### src/rtl/chip8_pkg.sv
// -----------------------------------------------------------------------------
// chip8_pkg
// Shared types and constants for the CHIP-8 single-step / run controller.
//   step_state_t             : instruction-issue FSM state (IDLE, ISSUE, WAIT)
//   DEBOUNCE_CYCLES_DEFAULT  : 10 ms of stable level at 100 MHz
//   CLKS_PER_INSTR_DEFAULT   : 1 kHz run-mode issue rate at 100 MHz
//   COUNT_W_DEFAULT          : retired-instruction counter width
//   cnt_width()              : bits needed to hold the values 0..n-1 (min 1)
// -----------------------------------------------------------------------------
package chip8_pkg;

    typedef enum logic [1:0] {
        IDLE  = 2'd0,
        ISSUE = 2'd1,
        WAIT  = 2'd2
    } step_state_t;

    localparam int unsigned DEBOUNCE_CYCLES_DEFAULT = 32'd1_000_000;
    localparam int unsigned CLKS_PER_INSTR_DEFAULT  = 32'd100_000;
    localparam int unsigned COUNT_W_DEFAULT         = 32'd16;

    // Width of a counter that must reach n-1; never narrower than one bit.
    function automatic int unsigned cnt_width(input int unsigned n);
        cnt_width = 32'd1;
        for (int unsigned i = 32'd1; i < 32'd32; i++) begin
            if ((32'd1 << i) < n) begin
                cnt_width = i + 32'd1;
            end else begin
                cnt_width = cnt_width;
            end
        end
    endfunction

endpackage

### src/rtl/chip8_step_ctrl_if.sv
// -----------------------------------------------------------------------------
// chip8_step_ctrl_if
// Board-button / CPU-enable bundle for chip8_step_ctrl.
//   step_btn_in, run_btn_in : raw, asynchronous buttons (active-high)
//   instr_done_in           : core retire pulse
//   advance_out             : one-cycle "execute one instruction" pulse
//   busy_out                : an instruction is in flight
//   running_out             : run mode active
//   step_count_out          : retired-instruction count (COUNT_W bits)
// Modports: master = the controller, slave = board/core side.
// -----------------------------------------------------------------------------
interface chip8_step_ctrl_if
    import chip8_pkg::*;
#(
    parameter int unsigned COUNT_W = COUNT_W_DEFAULT
);

    logic               step_btn_in;
    logic               run_btn_in;
    logic               instr_done_in;
    logic               advance_out;
    logic               busy_out;
    logic               running_out;
    logic [COUNT_W-1:0] step_count_out;

    modport master (
        input  step_btn_in,
        input  run_btn_in,
        input  instr_done_in,
        output advance_out,
        output busy_out,
        output running_out,
        output step_count_out
    );

    modport slave (
        output step_btn_in,
        output run_btn_in,
        output instr_done_in,
        input  advance_out,
        input  busy_out,
        input  running_out,
        input  step_count_out
    );

endinterface

### src/rtl/btn_debounce.sv
// -----------------------------------------------------------------------------
// btn_debounce
// Two-flop synchroniser, stable-level debouncer and rising-edge detector for
// one mechanical button.
//   clk_in    : system clock
//   rst_in    : asynchronous active-high reset
//   btn_in    : raw asynchronous button level
//   press_out : one-cycle pulse, registered, in the cycle the debounced level
//               rises (2 + DEBOUNCE_CYCLES cycles after the raw press)
// -----------------------------------------------------------------------------
module btn_debounce
    import chip8_pkg::*;
#(
    parameter int unsigned DEBOUNCE_CYCLES = DEBOUNCE_CYCLES_DEFAULT
) (
    input  logic clk_in,
    input  logic rst_in,
    input  logic btn_in,
    output logic press_out
);

    localparam int unsigned      CNT_W    = cnt_width(DEBOUNCE_CYCLES);
    localparam logic [CNT_W-1:0] CNT_LAST = CNT_W'(DEBOUNCE_CYCLES - 32'd1);

    logic             sync1_r;
    logic             sync2_r;
    logic             level_r;
    logic [CNT_W-1:0] cnt_r;
    logic             press_r;

    // Synchroniser, debounce counter and registered rising-edge pulse.
    always_ff @(posedge clk_in or posedge rst_in) begin
        if (rst_in) begin
            sync1_r <= 1'b0;
            sync2_r <= 1'b0;
            level_r <= 1'b0;
            cnt_r   <= {CNT_W{1'b0}};
            press_r <= 1'b0;
        end else begin
            sync1_r <= btn_in;
            sync2_r <= sync1_r;
            if (sync2_r != level_r) begin
                // The cycle that completes the stable run flips the level;
                // press fires only on the 0->1 flip.
                if (cnt_r == CNT_LAST) begin
                    level_r <= sync2_r;
                    cnt_r   <= {CNT_W{1'b0}};
                    press_r <= sync2_r;
                end else begin
                    cnt_r   <= cnt_r + CNT_W'(1);
                    press_r <= 1'b0;
                end
            end else begin
                // Agreement with the accepted level restarts the count.
                cnt_r   <= {CNT_W{1'b0}};
                press_r <= 1'b0;
            end
        end
    end

    assign press_out = press_r;

endmodule

### src/rtl/chip8_step_ctrl.sv
// -----------------------------------------------------------------------------
// chip8_step_ctrl
// Turns board step / run buttons into CHIP-8 instruction-advance requests,
// keeping at most one instruction in flight.
//   clk_in : system clock (100 MHz)
//   rst_in : asynchronous active-high reset (released synchronously inside)
//   bus    : chip8_step_ctrl_if.master (buttons, core handshake, status)
// Optional feature macro: STEP_COUNT_EN -- when defined, step_count_out counts
// retired instructions modulo 2^COUNT_W; otherwise it is tied to zero.
// -----------------------------------------------------------------------------
module chip8_step_ctrl
    import chip8_pkg::*;
#(
    parameter int unsigned DEBOUNCE_CYCLES = DEBOUNCE_CYCLES_DEFAULT,
    parameter int unsigned CLKS_PER_INSTR  = CLKS_PER_INSTR_DEFAULT,
    parameter int unsigned COUNT_W         = COUNT_W_DEFAULT
) (
    input  logic              clk_in,
    input  logic              rst_in,
    chip8_step_ctrl_if.master bus
);

    localparam int unsigned      DIV_W    = cnt_width(CLKS_PER_INSTR);
    localparam logic [DIV_W-1:0] DIV_LAST = DIV_W'(CLKS_PER_INSTR - 32'd1);

    logic [1:0]       rst_sync_r;
    logic             rst_s;
    logic             step_press_s;
    logic             run_press_s;
    logic             running_r;
    logic [DIV_W-1:0] div_r;
    logic             tick_s;
    logic             pending_r;
    step_state_t      state_r;
    step_state_t      state_next_s;
    logic             done_accept_s;
    logic             advance_s;
    logic             busy_s;

    // Reset synchroniser: assertion is immediate, release waits two clocks.
    always_ff @(posedge clk_in or posedge rst_in) begin
        if (rst_in) begin
            rst_sync_r <= 2'b11;
        end else begin
            rst_sync_r <= {rst_sync_r[0], 1'b0};
        end
    end

    assign rst_s = rst_sync_r[1];

    btn_debounce #(.DEBOUNCE_CYCLES(DEBOUNCE_CYCLES)) u_step_db (
        .clk_in    (clk_in),
        .rst_in    (rst_s),
        .btn_in    (bus.step_btn_in),
        .press_out (step_press_s)
    );

    btn_debounce #(.DEBOUNCE_CYCLES(DEBOUNCE_CYCLES)) u_run_db (
        .clk_in    (clk_in),
        .rst_in    (rst_s),
        .btn_in    (bus.run_btn_in),
        .press_out (run_press_s)
    );

    // Run/halt toggle; halting leaves any in-flight instruction alone.
    always_ff @(posedge clk_in or posedge rst_s) begin
        if (rst_s) begin
            running_r <= 1'b0;
        end else if (run_press_s) begin
            running_r <= ~running_r;
        end else begin
            running_r <= running_r;
        end
    end

    // Rate divider: free-runs 0..CLKS_PER_INSTR-1 in run mode, parked at 0 otherwise.
    always_ff @(posedge clk_in or posedge rst_s) begin
        if (rst_s) begin
            div_r <= {DIV_W{1'b0}};
        end else if (!running_r || (div_r == DIV_LAST)) begin
            div_r <= {DIV_W{1'b0}};
        end else begin
            div_r <= div_r + DIV_W'(1);
        end
    end

    assign tick_s = running_r && (div_r == DIV_LAST);

    // Single-entry request flag; requests arriving while it is set are dropped.
    // Step presses count only when halted (covers a press coinciding with a
    // halting run press, since running_r is still 1 in that cycle).
    always_ff @(posedge clk_in or posedge rst_s) begin
        if (rst_s) begin
            pending_r <= 1'b0;
        end else if ((state_r == IDLE) && pending_r) begin
            pending_r <= 1'b0;
        end else if ((step_press_s && !running_r) || tick_s) begin
            pending_r <= 1'b1;
        end else begin
            pending_r <= pending_r;
        end
    end

    // Retire pulses only count while waiting; ISSUE-cycle pulses are ignored.
    assign done_accept_s = (state_r == WAIT) && bus.instr_done_in;

    // FSM state register.
    always_ff @(posedge clk_in or posedge rst_s) begin
        if (rst_s) begin
            state_r <= IDLE;
        end else begin
            state_r <= state_next_s;
        end
    end

    // FSM next-state logic.
    always_comb begin
        state_next_s = state_r;
        case (state_r)
            IDLE: begin
                if (pending_r) begin
                    state_next_s = ISSUE;
                end else begin
                    state_next_s = IDLE;
                end
            end
            ISSUE: begin
                state_next_s = WAIT;
            end
            WAIT: begin
                if (done_accept_s) begin
                    state_next_s = IDLE;
                end else begin
                    state_next_s = WAIT;
                end
            end
            default: begin
                state_next_s = IDLE;
            end
        endcase
    end

    // FSM outputs, decoded purely from the state register.
    always_comb begin
        advance_s = 1'b0;
        busy_s    = 1'b0;
        case (state_r)
            IDLE: begin
                advance_s = 1'b0;
                busy_s    = 1'b0;
            end
            ISSUE: begin
                advance_s = 1'b1;
                busy_s    = 1'b1;
            end
            WAIT: begin
                advance_s = 1'b0;
                busy_s    = 1'b1;
            end
            default: begin
                advance_s = 1'b0;
                busy_s    = 1'b0;
            end
        endcase
    end

    assign bus.advance_out = advance_s;
    assign bus.busy_out    = busy_s;
    assign bus.running_out = running_r;

`ifdef STEP_COUNT_EN
    logic [COUNT_W-1:0] step_count_r;

    // Retired-instruction counter for the debug display; wraps naturally.
    always_ff @(posedge clk_in or posedge rst_s) begin
        if (rst_s) begin
            step_count_r <= {COUNT_W{1'b0}};
        end else if (done_accept_s) begin
            step_count_r <= step_count_r + COUNT_W'(1);
        end else begin
            step_count_r <= step_count_r;
        end
    end

    assign bus.step_count_out = step_count_r;
`else
    assign bus.step_count_out = {COUNT_W{1'b0}};
`endif

endmodule

### src/flat_wrapper.sv
// flat-port wrapper written by rule: the top's interface ports become plain ports
module chip8_step_ctrl_flat import chip8_pkg::*;
#(
    parameter int unsigned DEBOUNCE_CYCLES = DEBOUNCE_CYCLES_DEFAULT,
    parameter int unsigned CLKS_PER_INSTR  = CLKS_PER_INSTR_DEFAULT,
    parameter int unsigned COUNT_W         = COUNT_W_DEFAULT
)
  (clk_in, rst_in, bus_step_btn_in, bus_run_btn_in, bus_instr_done_in, bus_advance_out, bus_busy_out, bus_running_out, bus_step_count_out);
  chip8_step_ctrl_if #(.COUNT_W(COUNT_W)) bus_i ();
  input  logic clk_in;
  input  logic rst_in;
  input wire logic [$bits(bus_i.step_btn_in)-1:0] bus_step_btn_in;
  input wire logic [$bits(bus_i.run_btn_in)-1:0] bus_run_btn_in;
  input wire logic [$bits(bus_i.instr_done_in)-1:0] bus_instr_done_in;
  output wire logic [$bits(bus_i.advance_out)-1:0] bus_advance_out;
  output wire logic [$bits(bus_i.busy_out)-1:0] bus_busy_out;
  output wire logic [$bits(bus_i.running_out)-1:0] bus_running_out;
  output wire logic [$bits(bus_i.step_count_out)-1:0] bus_step_count_out;
  assign bus_i.step_btn_in = bus_step_btn_in;
  assign bus_i.run_btn_in = bus_run_btn_in;
  assign bus_i.instr_done_in = bus_instr_done_in;
  assign bus_advance_out = bus_i.advance_out;
  assign bus_busy_out = bus_i.busy_out;
  assign bus_running_out = bus_i.running_out;
  assign bus_step_count_out = bus_i.step_count_out;
  chip8_step_ctrl #(.DEBOUNCE_CYCLES(DEBOUNCE_CYCLES), .CLKS_PER_INSTR(CLKS_PER_INSTR), .COUNT_W(COUNT_W)) u_core (.clk_in(clk_in), .rst_in(rst_in), .bus(bus_i));
endmodule
### config.mk
export PLATFORM = sky130hd
export DESIGN_NAME = chip8_step_ctrl_flat
export DESIGN_NICKNAME = d
export VERILOG_FILES = /design/src/rtl/chip8_pkg.sv /design/src/rtl/chip8_step_ctrl_if.sv /design/src/rtl/btn_debounce.sv /design/src/rtl/chip8_step_ctrl.sv /design/src/flat_wrapper.sv
export SDC_FILE = /design/constraint.sdc
export NUM_CORES = 1
export LEC_CHECK = 0
export BUFFER_PORTS_ARGS = -buffer_cell sky130_fd_sc_hd__clkbuf_2
export CORE_MARGIN = 2
export CORE_UTILIZATION = 45
export CTS_CLUSTER_DIAMETER = 60
export DETAILED_ROUTE_END_ITERATION = 10
export RECOVER_POWER = 50
export SLEW_MARGIN = 20
export SYNTH_ARGS = -nofsm -noshare
export SYNTH_HDL_FRONTEND = slang
export SYNTH_SLANG_ARGS = --single-unit
### constraint.sdc
create_clock -name clk_in -period 2.7 [get_ports clk_in]
set_clock_uncertainty 0.1 [all_clocks]
set_input_delay 0 -clock clk_in [delete_from_list [all_inputs] [get_ports clk_in]]
set_output_delay 0 -clock clk_in [all_outputs]
set_load 0.05 [all_outputs]
==> results.md <==
* Vias in the first global route at 2233
* Non-Filler Instances at roughly 470
* Via density at 5.23
* Final core occ at 0.502
* Layout Nets at 378
* Number of diodes at 0
* RSZ-0062 raised after global routing: false
* First-pass GRT wire length at 10.1 mm
* Post-Place Cells at between 400 and 500
* Setup TNS at 0 ns
* H-tree levels at 3
* DP HPWL at approximately 4.0 mm
* Final WL at 5.90 mm
* Post-synth EDFFs at 0
* Setup violators final at 0
* Cell Area, Synth at 3510 um2
* Max_slew headroom at -0.100
* DRT antenna net count at 0
* Rows at 32
* GR Overflow Total at 0
* Worst path required time at around 2.9 ns
* Num Clock Sinks at just over 70
* Reg-to-Reg End: u_core.pending_r
* Yosys cell types at 39
* Post-layout min period at 2.35 ns
* Clk slew on worst S/H paths at 0.08 ns
* Die footprint at 8520 um2
* Most frequent cells in the layout: dfrtp_1, nor2_1, xnor2_1
* Total CTS buffers at 9
* R2R cell count at 5
* Final Slew Violations at 70
* Chip Height at 92.3 um
* Clock Latency Late Sink at between 0.3 and 0.4 ns
* Flop2flop setup slack at between 0.3 and 0.4 ns
* Crit path capture type: flip-flop
* Power per standard cell area at 512 nW/um2
* Share of cells above drive strength 1 at 0.0970
* Synth-to-Final Area Change at 9.49%
* Setup crit start kind: flip-flop
* Yosys warnings at 0
* Violated checks: max-capacitance violations, max-slew violations
* Setup CP Type: flip-flop to flip-flop
* Crit path DAT at 2.54 ns
* Storage cell area at 1780 um2
* CTS tree: yes
* Final Wtd Congestion at 0.802
* CTS root buffer: clkbuf_8
* Maximum fanout along the worst path at 12
* Remaining DRCs at 0
* RR Startpoint: u_core.div_r[6]
* Fillers at 712
* Initial core utilization at 0.459
* GRT Overall Usage at 0.150
* Initial antenna violation count at 0
* Syn_area_per_cell at 10.1 um2
* Most common cell after layout, fill and taps aside: dfrtp_1
* Ys flop type: dfrtp_1
* Largest net degree at the start of global routing at 70
* Status: complete, but fails checks
* Footprint of the multi-input gates at 1590 um2
* Hold WC Path Type: input port to asynchronous set/reset pin
* DIE WIDTH at 92.3 um
* Max clock buf depth at 2
* Wire per inst at between 10 and 15 um
* Final hold vios at 0
* Leak at 1.62 nW
* Max-cap violations at 1
* Crit share post-route at 0.870
* VDD IR-drop max at around 0.28 mV
* Seq/Total Area, Yosys at 0.507
* DR pass1 iterations at 4
* FFs w/ async S/R, synth at 1.00
* Initial drt markers at ~160
* Via count at 2472
* Syn Inst Count at 346
* Core region area at ~7600 um2
* I/O Pins at 24
* FF+latch count, synth at 71
* Max Fclk at about 430 MHz
* Least-Margin Pin Slew at 1.65 ns
* Port Buf Inserts at 7
## flip-flops by register name, summed over array words and instances (netlist names)
name                        count
u_core.bus.running_out          1
u_core.u_step_db.sync1_r        1
u_core.u_step_db.press_out      1
u_core.state_r                  2
u_core.u_step_db.cnt_r         20
u_core.u_run_db.press_out       1
u_core.rst_sync_r               2
u_core.pending_r                1
u_core.u_run_db.sync1_r         1
u_core.u_run_db.sync2_r         1
u_core.u_run_db.level_r         1
u_core.u_run_db.cnt_r          20
u_core.u_step_db.sync2_r        1
u_core.div_r                   17
u_core.u_step_db.level_r        1
## report_power, final
| part | total, mW | switching, mW | internal, mW |
|---|---|---|---|
| Combinational | 0.103 | 0.0838 | 0.0188 |
| Sequential | 1.08 | 0.00865 | 1.08 |
| Clock | 0.782 | 0.415 | 0.367 |
| Total | 1.97 | 0.507 | 1.46 |
## stage by stage
step	instance area [um2]	power, mW	hold slack (ns)	worst slack (ns)
after detailed placement	3620	1.21	-0.0845	0.363
after global routing	3840	2.06	0.123	0.233
after CTS	3840	2.00	0.0908	0.338
after global placement	3620	1.21	-0.0949	0.383
after floorplan	3570	1.20	-0.189	0.350
final	3840	1.97	0.104	0.352
## how the worst max path moves through the flow
stage / cells past startpoint / from / endpoint
2_1_floorplan: 5 / u_core.div_r[6] / u_core.div_r[11]
3_3_place_gp: 5 / u_core.div_r[6] / u_core.pending_r
3_5_place_dp: 5 / u_core.div_r[6] / u_core.pending_r
4_1_cts: 5 / u_core.div_r[6] / u_core.pending_r
5_1_grt: 5 / u_core.div_r[6] / u_core.pending_r
6_report: 5 / u_core.div_r[6] / u_core.pending_r
## logic make-up after synthesis
logic type	count (synthesis)	share of synthesized area
buffers and inverters	34	0.0556
and+or+nand+nor	160	0.243
AOI/OAI and AO/OA	29	0.0574
muxes	2	0.00642
DFF	71	0.507
other	1	0.00107
xor gates and xnor gates	42	0.105
adders and majority gates	7	0.0250
## final cells by class
cell class | instances | area share
flip-flops and latches | 71 | 0.463
inverters | 9 | 0.00879
repair buffers | 18 | 0.0322
multi-input cells | 257 | 0.415
well taps | 102 | 0.0332
clock inverters | 5 | 0.0107
clock buffers | 11 | 0.0368
## worst max-delay path, stage by stage, from the launching register on
cell	delay, ns
dfrtp_1	0.44
or4b_1	0.53
or4_4	0.50
o41ai_4	0.35
buf_4	0.24
a22o_1	0.14
## repair_timing
action / 4_1_cts / 5_1_grt
setup buffers: 0 / 0
gates resized for setup: 0 / 0
hold endpoints to repair: 5 / 0
hold buffers: 4 / 0
## layer usage
metal / routed length (um) / track usage / part of all wire / up-vias
met5: 0 / 0 / 0 / -
met4: 136 / 0.0684 / 0.023 / 0
met3: 237 / 0.0350 / 0.040 / 12
li1: - / - / - / 1224
met1: 2840 / 0.197 / 0.48 / 1179
met2: 2690 / 0.236 / 0.46 / 57
## synthesized netlist by cell type (all sizes together) (4+ instances only)
master,n,area share
dfrtp,69,0.49
nor2,48,0.051
xnor2,22,0.055
nand2,21,0.022
xor2,20,0.050
buf,17,0.037
nand4,17,0.030
nand3,15,0.021
and3,12,0.021
a21oi,11,0.016
inv,9,0.0096
o21ai,9,0.013
clkbuf,8,0.0086
nor4,8,0.014
ha,7,0.025
or4,7,0.016
nor3,6,0.0086
or3,6,0.011
and4,5,0.012
o31ai,4,0.0086
Note: power is estimated with default switching activity, not from simulation.
